[config.mk]
export PLATFORM = sky130hd
export DESIGN_NAME = lfsr_decrypt_ctrl
export DESIGN_NICKNAME = d
export VERILOG_FILES = /design/src/rtl/decryptor_pkg.sv /design/src/rtl/lfsr6.sv /design/src/rtl/lfsr_decrypt_ctrl.sv
export SDC_FILE = /design/constraint.sdc
export NUM_CORES = 1
export LEC_CHECK = 0
export ABC_AREA = 0
export ABC_CLOCK_PERIOD_IN_PS = 3240
export CAP_MARGIN = 20
export CORE_MARGIN = 3
export CORE_UTILIZATION = 52
export DETAILED_ROUTE_END_ITERATION = 7
export GPL_TIMING_DRIVEN = 1
export PLACE_DENSITY = 0.76
export SLEW_MARGIN = 10
export SYNTH_ARGS = -nofsm -noshare
export SYNTH_HDL_FRONTEND = slang
export SYNTH_SLANG_ARGS = --single-unit
[constraint.sdc]
create_clock -name clk -period 3.24 [get_ports clk]
set_input_delay 0.648 -clock clk [delete_from_list [all_inputs] [get_ports clk]]
set_output_delay 0.648 -clock clk [all_outputs]
set_load 0.03 [all_outputs]
[src/rtl/decryptor_pkg.sv]
// decryptor_pkg: shared constants and types for the 6-bit LFSR message decryptor.
//   LFSR_PTRN  - the six maximal-length tap patterns, indexed 0..5
//   PAD_CHAR   - preamble / padding character ('_')
//   ctrl_state_t - sequencing controller states
//   lfsr_next  - one LFSR step: shift left, feed back the parity of the tapped bits
package decryptor_pkg;

    localparam int unsigned NUM_PTRN = 6;

    localparam logic [5:0] LFSR_PTRN [NUM_PTRN] = '{6'h21, 6'h2D, 6'h30, 6'h33, 6'h36, 6'h39};

    localparam logic [7:0] PAD_CHAR = 8'h5F;

    typedef enum logic [2:0] {
        ST_IDLE,
        ST_RD0,
        ST_SEED,
        ST_SCAN,
        ST_SELECT,
        ST_DEC,
        ST_DRAIN,
        ST_DONE
    } ctrl_state_t;

    function automatic logic [5:0] lfsr_next(input logic [5:0] s, input logic [5:0] taps);
        return {s[4:0], ^(s & taps)};
    endfunction

endpackage

[src/rtl/lfsr6.sv]
// lfsr6: 6-bit Fibonacci-style LFSR with run-time selectable taps.
//   clk, rst - clock, asynchronous active-high reset (state clears to 0)
//   load     - load state from din (has priority over step)
//   step     - advance one LFSR step using taps
//   taps     - feedback tap mask
//   din      - load value
//   state    - current LFSR state
module lfsr6
    import decryptor_pkg::*;
(
    input  logic       clk,
    input  logic       rst,
    input  logic       load,
    input  logic       step,
    input  logic [5:0] taps,
    input  logic [5:0] din,
    output logic [5:0] state
);

    always_ff @(posedge clk or posedge rst) begin
        if (rst) begin
            state <= '0;
        end else if (load) begin
            state <= din;
        end else if (step) begin
            state <= lfsr_next(state, taps);
        end
    end

endmodule

[src/rtl/lfsr_decrypt_ctrl.sv]
// lfsr_decrypt_ctrl: sequencing controller for the 6-bit LFSR message decryptor.
// Reads the encrypted message at MSG_BASE, recovers the seed from byte 0, finds
// which tap pattern reproduces the '_' preamble, then writes the decrypted message
// with the leading '_' run stripped to OUT_BASE.
//   clk, rst  - clock, asynchronous active-high reset
//   init      - high holds/aborts; a run starts on the first clock it is low
//   mem_raddr - registered read address (data returns one clock later on mem_rdata)
//   mem_rdata - read data
//   mem_wr_en, mem_waddr, mem_wdata - registered write port
//   done      - run finished, held until init rises
//   err       - no pattern matched (valid with done)
//   pat_idx   - selected pattern 0..5 (valid with done and !err)
//   seed      - recovered LFSR start state
module lfsr_decrypt_ctrl
    import decryptor_pkg::*;
#(
    parameter int unsigned MSG_BASE  = 64,
    parameter int unsigned OUT_BASE  = 0,
    parameter int unsigned MSG_LEN   = 64,
    parameter int unsigned CHECK_LEN = 8
) (
    input  logic       clk,
    input  logic       rst,
    input  logic       init,
    output logic [7:0] mem_raddr,
    input  logic [7:0] mem_rdata,
    output logic       mem_wr_en,
    output logic [7:0] mem_waddr,
    output logic [7:0] mem_wdata,
    output logic       done,
    output logic       err,
    output logic [2:0] pat_idx,
    output logic [5:0] seed
);

    ctrl_state_t state_q, state_d;

    logic [7:0] raddr_q, raddr_d;
    logic       wr_en_q, wr_en_d;
    logic [7:0] waddr_q, waddr_d;
    logic [7:0] wdata_q, wdata_d;
    logic [7:0] cnt_q, cnt_d;
    logic [7:0] wptr_q, wptr_d;
    logic [5:0] mask_q, mask_d;
    logic [5:0] seed_q, seed_d;
    logic [2:0] pat_idx_q, pat_idx_d;
    logic       err_q, err_d;
    logic       writing_q, writing_d;

    logic       lfsr_load;
    logic       lfsr_step;
    logic [5:0] lfsr_din;
    logic [5:0] sel_taps;
    logic [5:0] inst_taps  [NUM_PTRN];
    logic [5:0] lfsr_state [NUM_PTRN];
    logic [7:0] dec_byte;

    function automatic logic [7:0] msg_addr(input logic [7:0] idx);
        return 8'(MSG_BASE) + idx;
    endfunction

    // Instance 0 doubles as the decryption LFSR once a pattern is chosen.
    always_comb begin
        sel_taps = LFSR_PTRN[0];
        for (int unsigned p = 0; p < NUM_PTRN; p++) begin
            if (pat_idx_q == 3'(p)) begin
                sel_taps = LFSR_PTRN[p];
            end
        end
    end

    always_comb begin
        for (int unsigned p = 0; p < NUM_PTRN; p++) begin
            inst_taps[p] = LFSR_PTRN[p];
        end
        if (state_q == ST_DEC) begin
            inst_taps[0] = sel_taps;
        end
    end

    assign lfsr_din = (state_q == ST_SEED) ? 6'(mem_rdata ^ PAD_CHAR) : seed_q;

    for (genvar p = 0; p < NUM_PTRN; p++) begin : g_lfsr
        lfsr6 u_lfsr (
            .clk   (clk),
            .rst   (rst),
            .load  (lfsr_load),
            .step  (lfsr_step),
            .taps  (inst_taps[p]),
            .din   (lfsr_din),
            .state (lfsr_state[p])
        );
    end

    assign dec_byte = mem_rdata ^ {2'b00, lfsr_state[0]};

    always_ff @(posedge clk or posedge rst) begin
        if (rst) begin
            state_q <= ST_IDLE;
        end else begin
            state_q <= state_d;
        end
    end

    always_comb begin
        state_d   = state_q;
        raddr_d   = raddr_q;
        wr_en_d   = 1'b0;
        waddr_d   = waddr_q;
        wdata_d   = wdata_q;
        cnt_d     = cnt_q;
        wptr_d    = wptr_q;
        mask_d    = mask_q;
        seed_d    = seed_q;
        pat_idx_d = pat_idx_q;
        err_d     = err_q;
        writing_d = writing_q;
        lfsr_load = 1'b0;
        lfsr_step = 1'b0;

        case (state_q)
            ST_IDLE: begin
                if (!init) begin
                    state_d   = ST_RD0;
                    raddr_d   = msg_addr(8'd0);
                    seed_d    = '0;
                    pat_idx_d = '0;
                    err_d     = 1'b0;
                end
            end
            ST_RD0: begin
                state_d = ST_SEED;
                raddr_d = msg_addr(8'd1);
            end
            ST_SEED: begin
                seed_d    = 6'(mem_rdata ^ PAD_CHAR);
                lfsr_load = 1'b1;
                mask_d    = '1;
                cnt_d     = 8'd1;
                state_d   = ST_SCAN;
                raddr_d   = (CHECK_LEN > 2) ? msg_addr(8'd2) : msg_addr(8'd0);
            end
            ST_SCAN: begin
                // The LFSRs hold the state of the previous byte here, so byte cnt
                // is checked against the stepped value that the same edge commits.
                for (int unsigned p = 0; p < NUM_PTRN; p++) begin
                    if ((mem_rdata ^ {2'b00, lfsr_next(lfsr_state[p], LFSR_PTRN[p])}) != PAD_CHAR) begin
                        mask_d[p] = 1'b0;
                    end
                end
                lfsr_step = 1'b1;
                cnt_d     = cnt_q + 8'd1;
                // Once the preamble reads are issued, byte 0 is parked on the bus
                // so that the first DEC cycle already sees it returned.
                raddr_d   = (32'(cnt_q) + 32'd2 < CHECK_LEN) ? msg_addr(cnt_q + 8'd2) : msg_addr(8'd0);
                if (cnt_q == 8'(CHECK_LEN - 1)) begin
                    state_d = ST_SELECT;
                end
            end
            ST_SELECT: begin
                if (mask_q == '0) begin
                    err_d   = 1'b1;
                    state_d = ST_DONE;
                end else begin
                    for (int unsigned p = NUM_PTRN; p > 0; p--) begin
                        if (mask_q[p-1]) begin
                            pat_idx_d = 3'(p - 1);
                        end
                    end
                    lfsr_load = 1'b1;
                    cnt_d     = 8'd0;
                    wptr_d    = 8'(OUT_BASE);
                    writing_d = 1'b0;
                    raddr_d   = msg_addr(8'd1);
                    state_d   = ST_DEC;
                end
            end
            ST_DEC: begin
                lfsr_step = 1'b1;
                if (writing_q || (dec_byte != PAD_CHAR)) begin
                    wr_en_d   = 1'b1;
                    waddr_d   = wptr_q;
                    wdata_d   = dec_byte;
                    wptr_d    = wptr_q + 8'd1;
                    writing_d = 1'b1;
                end
                cnt_d   = cnt_q + 8'd1;
                raddr_d = msg_addr(cnt_q + 8'd2);
                if (cnt_q == 8'(MSG_LEN - 1)) begin
                    state_d = ST_DRAIN;
                end
            end
            ST_DRAIN: begin
                state_d = ST_DONE;
            end
            ST_DONE: begin
            end
            default: begin
                state_d = ST_IDLE;
            end
        endcase

        if (init && (state_q != ST_IDLE)) begin
            state_d = ST_IDLE;
            wr_en_d = 1'b0;
        end
    end

    always_ff @(posedge clk or posedge rst) begin
        if (rst) begin
            raddr_q   <= '0;
            wr_en_q   <= 1'b0;
            waddr_q   <= '0;
            wdata_q   <= '0;
            cnt_q     <= '0;
            wptr_q    <= '0;
            mask_q    <= '0;
            seed_q    <= '0;
            pat_idx_q <= '0;
            err_q     <= 1'b0;
            writing_q <= 1'b0;
        end else begin
            raddr_q   <= raddr_d;
            wr_en_q   <= wr_en_d;
            waddr_q   <= waddr_d;
            wdata_q   <= wdata_d;
            cnt_q     <= cnt_d;
            wptr_q    <= wptr_d;
            mask_q    <= mask_d;
            seed_q    <= seed_d;
            pat_idx_q <= pat_idx_d;
            err_q     <= err_d;
            writing_q <= writing_d;
        end
    end

    assign mem_raddr = raddr_q;
    assign mem_wr_en = wr_en_q;
    assign mem_waddr = waddr_q;
    assign mem_wdata = wdata_q;
    assign done      = (state_q == ST_DONE);
    assign err       = err_q;
    assign pat_idx   = pat_idx_q;
    assign seed      = seed_q;

endmodule

-- Word level (Yosys, flattened, before mapping)
Cells that the tools add are included.
- $add $sub $neg: 5
- order comparisons: 1
- eq/ne operators: 35
- muxes and demuxes: 63
- bitwise logic cells: 9
- reductions and logical operators: 35
- operators with widths (kind ; count):
    6-bit two-way mux ; 14
    8-bit by 7-bit inequality test with 1-bit output (second input constant) ; 7
    8-bit by 6-bit bitwise XOR with 8-bit output ; 7
    8-bit case mux with 6 select lines ; 1
    6-bit XOR reduction ; 7
    8-bit two-way mux ; 5
    3-bit two-way mux ; 12
    5-bit two-way mux ; 5
    6-bit case mux with 2 select lines ; 2
    8-bit case mux with 3 select lines ; 1
    3-bit case mux with 7 select lines ; 1
    3-bit equality test (second input constant) ; 6
    2-bit inequality test (second input constant) ; 9
    2-bit AND reduction ; 9
    8-bit by 1-bit adder with 8-bit output (second input constant) ; 2
    8-bit case mux with 2 select lines ; 1
    1-bit two-way mux ; 15
    3-bit by 2-bit equality test with 1-bit output (second input constant) ; 4
    2-bit nonzero test ; 5
    8-bit by 2-bit adder with 9-bit output (second input constant) ; 1
    9-bit by 4-bit < comparator with 1-bit output (second input constant) ; 1
    3-bit AND reduction ; 3
    7-bit by 8-bit adder with 8-bit output (first input constant) ; 1
    8-bit by 2-bit adder with 8-bit output (second input constant) ; 1
    other kinds (22) ; 28
- bits in registers: 97
- input bits: 11
- output and inout port bits: 36
- logic and storage cells: 171

-- Longest topological paths before layout
- depth after elaboration: 11
- gate-level depth with buffers: 9
- gate-level depth less buffers: 7

-- Cells and area by module
Synthesis repeated with hierarchy kept, for this count alone.
- cell total of the unflattened synthesis: 632
- area, all modules: 5766.8 sq um
- by module, submodules not included (module ; instances ; cells each ; area each (sq um) ; sequential area each (sq um)):
    lfsr_decrypt_ctrl ; 1 ; 404 ; 3597.2 ; 1526.5
    lfsr6 ; 6 ; 38 ; 361.6 ; 150.1

-- Least setup slack after synthesis
Ideal clock, no wire load.
- kind: input to register
- from: input mem_rdata[3]
- to: register wptr_q[5]
- setup time: 0.132 ns
- arrival: 1.955 ns
- required time: 3.108 ns
- setup slack: 1.153 ns
- stages on the path: 8
- buffers on the path: 2
- cell sequence: buf_4 xor2_1 and3_1 a31o_1 buf_4 and2_1 o21ai_0 o41ai_2
- cells in the longest elaborated chain, start to end: 5
- RTL lines (element ; RTL line ; RTL):
    start: declaration ; lfsr_decrypt_ctrl.sv:26 ; input logic [7:0] mem_rdata,
    8-bit by 6-bit bitwise XOR with 8-bit output ; lfsr_decrypt_ctrl.sv:95 ; assign dec_byte = mem_rdata ^ {2'b00, lfsr_state[0]};
    8-bit by 7-bit inequality test with 1-bit output ; lfsr_decrypt_ctrl.sv:180 ; if (writing_q || (dec_byte != PAD_CHAR)) begin
    1-bit logical OR ; lfsr_decrypt_ctrl.sv:180 ;
    2-bit by 1-bit inequality test with 1-bit output (no line) ; n/a ;
    3-bit AND reduction (no line) ; n/a ;
    end signal: assignment ; lfsr_decrypt_ctrl.sv:228 ; wptr_q <= wptr_d;
    end: declaration ; lfsr_decrypt_ctrl.sv:43 ; logic [7:0] wptr_q, wptr_d;
No other way between the ends.
A chain may end at the register's enable or synchronous reset.

-- Final worst setup path
- from: register state_q[1]
- to: output done
- cells in the longest elaborated chain, start to end: 1
- RTL lines (element ; RTL line ; RTL):
    start: declaration ; lfsr_decrypt_ctrl.sv:36 ; ctrl_state_t state_q, state_d;
    start signal: assignment ; lfsr_decrypt_ctrl.sv:101 ; state_q <= state_d;
    3-bit equality test ; lfsr_decrypt_ctrl.sv:241 ; assign done = (state_q == ST_DONE);
    end: declaration ; lfsr_decrypt_ctrl.sv:30 ; output logic done,
No other way between the ends.

==> flow_summary.yaml <==
placement:
  dp.cells: 718
  port_buffers: 46
  dp_hpwl_mm: 8.40
  gp_congestion: 0.852
timing:
  tightest_slew_ps: 815
  tns_ps: 0
  finalHoldViolCount: 0
  fmax_mhz: 361
  slew_headroom: 0.457
  whs_ps: 484
  grt_setup_unrepaired: "false"
  slew_viol_final: 0
  fin_crit_sh: 0.855
  setup_viol: 0
  layout_min_cycle_time_ps: 2770
  finClkSkew_ps: 6.25
clock_tree:
  cts_tree: "built"
  numClockSinks: 97
  cts_buffers: 9
  cts-root-buf: "clkbuf_8"
  insertion_delay_ps: 360
  cts_max_level: 3
  clk_pin_slew_ps: 100
  post_cts_buffers: 0
  hold_buffers: 0
  post_cts_resized: 0
  clock_path_buffers: 2
power_and_ir_drop:
  p_clk_frac: 0.195
  peakVddDrop_mv: 0.408
  p_seq_frac: 0.475
  p_comb_frac: 0.330
  power_density_nw_per_um2: 651
  p_sw_frac: 0.385
  leakagePower_nw: 2.61
  netSwitchingPower_mw: 1.49
  power.internal_mw: 2.38
synthesis:
  syn-num-nets: 576
  ys_ff_latch: 97
  syn_avg_cell_area_um2: 9.22
  ys_seq_area_frac: 0.469
  synth_area_um2: 5170
  synth_cells: 561
  ys.warnings.count: 0
  ys_top_cells_by_count: "97 x dfrtp_1, 68 x nand2_1, 60 x nor2_1, 52 x a21oi_1, 38 x xor2_1"
  synthFlopType: "dfrtp_1"
  ys_async_sr_fraction: 1.00
  yosys-top-cells-area: "dfrtp_1 47%, xor2_1 6.4%, xnor2_1 5.6%, a21oi_1 5.0%, nand2_1 4.9%"
  synth.most_common_cell: "dfrtp_1"
  yosys.area.top_type: "dfrtp_1"
  synth-edff-count: 0
  synth_top_area_share: 0.469
  ys_types: 57
critical_path:
  cp_data_required_time_ps: 2590
  cp_max_fo: 26
  crit_type: "reg -> out"
  start_kind: "flop"
  setup.worst_path.end_class: "primary output"
  critical_path_arrival_ps: 2120
floorplan:
  core_um2: 9460
  die_area_um2: 11200
  rows: 35
  dieHeight_um: 106
  start_util: 0.547
  pin_count: 47
  die_width_um: 106
grt:
  grt_first_pass_wirelength_mm: 19.9
  grt_usage: 0.219
  grt-ovfl-total: 0
  grt_max_degree: 53
  antenna_found_initial: 0
  grt_pass1_vias: 3999
hold_path:
  hold_path_class: "reg -> reg"
detailed_routing:
  drc: 0
  num_vias: 4186
  drt-total-wl_mm: 12.0
  wl_per_cell_um: 16.3
  drt_iter0_markers: 236
  drtAntennaViolNets: 0
  first_pass_iters: 4
  vias_per_cell: 5.70
finish:
  nFillCells: 822
  fin_util: 0.628
  drive_gt1_frac: 0.0826
  diodes: 0
  multi_input_area_um2: 2510
  final_cells: 734
  nNetsFinal: 615
  area_delta_synth_final_pct: 14.8
  regArea_um2: 2430
status:
  outcome: "finished clean"
flow_run:
  cap_violations: 0
## registers in the layout (all words and copies together) (netlist names)
name	count
mem_raddr	8
cnt_q	8
state_q	3
mem_wr_en	1
pat_idx	3
wptr_q	8
writing_q	1
seed	6
g_lfsr.u_lfsr.state	36
err	1
mem_wdata	8
mem_waddr	8
mask_q	6
## logic make-up (layout without fill, tap and decap cells)
kind of cell    Yosys count  count (layout)  synth area share
flops                    97              97             0.469
xor+xnor                 72              72             0.125
fa+ha+maj                 4               4           0.00968
mux                      12              12            0.0259
simple gates            201             201             0.177
compound gates          125             125             0.148
buf+inv                  50              94            0.0460
## power by group through the flow
stage,Sequential (mW),Clock (mW),Combinational [mW]
CTS,1.83,0.777,1.28
global placement,1.84,0,1.23
finish,1.84,0.755,1.27
global route,1.88,0.832,1.42
detailed placement,1.86,0,1.27
floorplan,1.80,0,0.978
## worst max-delay path, cell delays in order (launching register included)
cell	delay [ps]
dfrtp_1	800
and3_1	280
clkdlybuf4s50_1	680
## cells in the final DEF (no fill, tap or decap), types with 5 or more instances in the layout
cell type,instances
a21oi_1,52
nor2_1,60
o22ai_1,10
or3_1,7
buf_4,15
xnor2_1,33
nor3_1,9
mux2_2,11
clkdlybuf4s50_1,46
a22oi_1,6
o21ai_0,27
dfrtp_1,97
xor2_1,38
nand2_1,68
clkbuf_8,9
inv_1,15
and3_1,8
nand3_1,19
nand4_1,8
nand2b_1,5
nor4_1,5
## area by class of cell
type	count	area share
clock inverters	7	0.0107
inverters	16	0.0103
multi-input cells	414	0.422
well taps	129	0.0272
repair buffers	62	0.0999
flip-flops and latches	97	0.409
clock buffers	9	0.0209
## metrics by stage
step	setup slack [ps]	instance area (µm²)	total power [mW]
finish	471	5940	3.87
global route	360	5940	4.14
CTS	465	5940	3.89
detailed placement	494	5750	3.13
global placement	577	5750	3.06
floorplan	58.3	5170	2.78
## worst paths after layout
check                                          from                                    end  slack [ps]  depth (start not counted)
hold / removal             mem_raddr[3]$_DFFE_PP0P_               mem_raddr[3]$_DFFE_PP0P_         480                          2
max in group asynchronous                       rst  g_lfsr[4].u_lfsr.state[1]$_DFFE_PP0P_        1930                          3
setup / recovery             state_q[1]$_DFFE_PP0P_                                   done         470                          2
hold reg to reg            mem_raddr[3]$_DFFE_PP0P_               mem_raddr[3]$_DFFE_PP0P_         480                          2
setup reg to reg             state_q[1]$_DFFE_PP0P_  g_lfsr[1].u_lfsr.state[3]$_DFFE_PP0P_         770                          5
min in group asynchronous                       rst                        err$_DFFE_PP0P_         650                          2
## layer usage
metal,vias up,part of all wire,GRT usage
met5,-,0,0
met4,0,0.023,0.0722
met3,24,0.061,0.0343
met2,169,0.47,0.349
met1,1995,0.45,0.307
li1,1998,-,-
(Power assumes the default switching activity.)
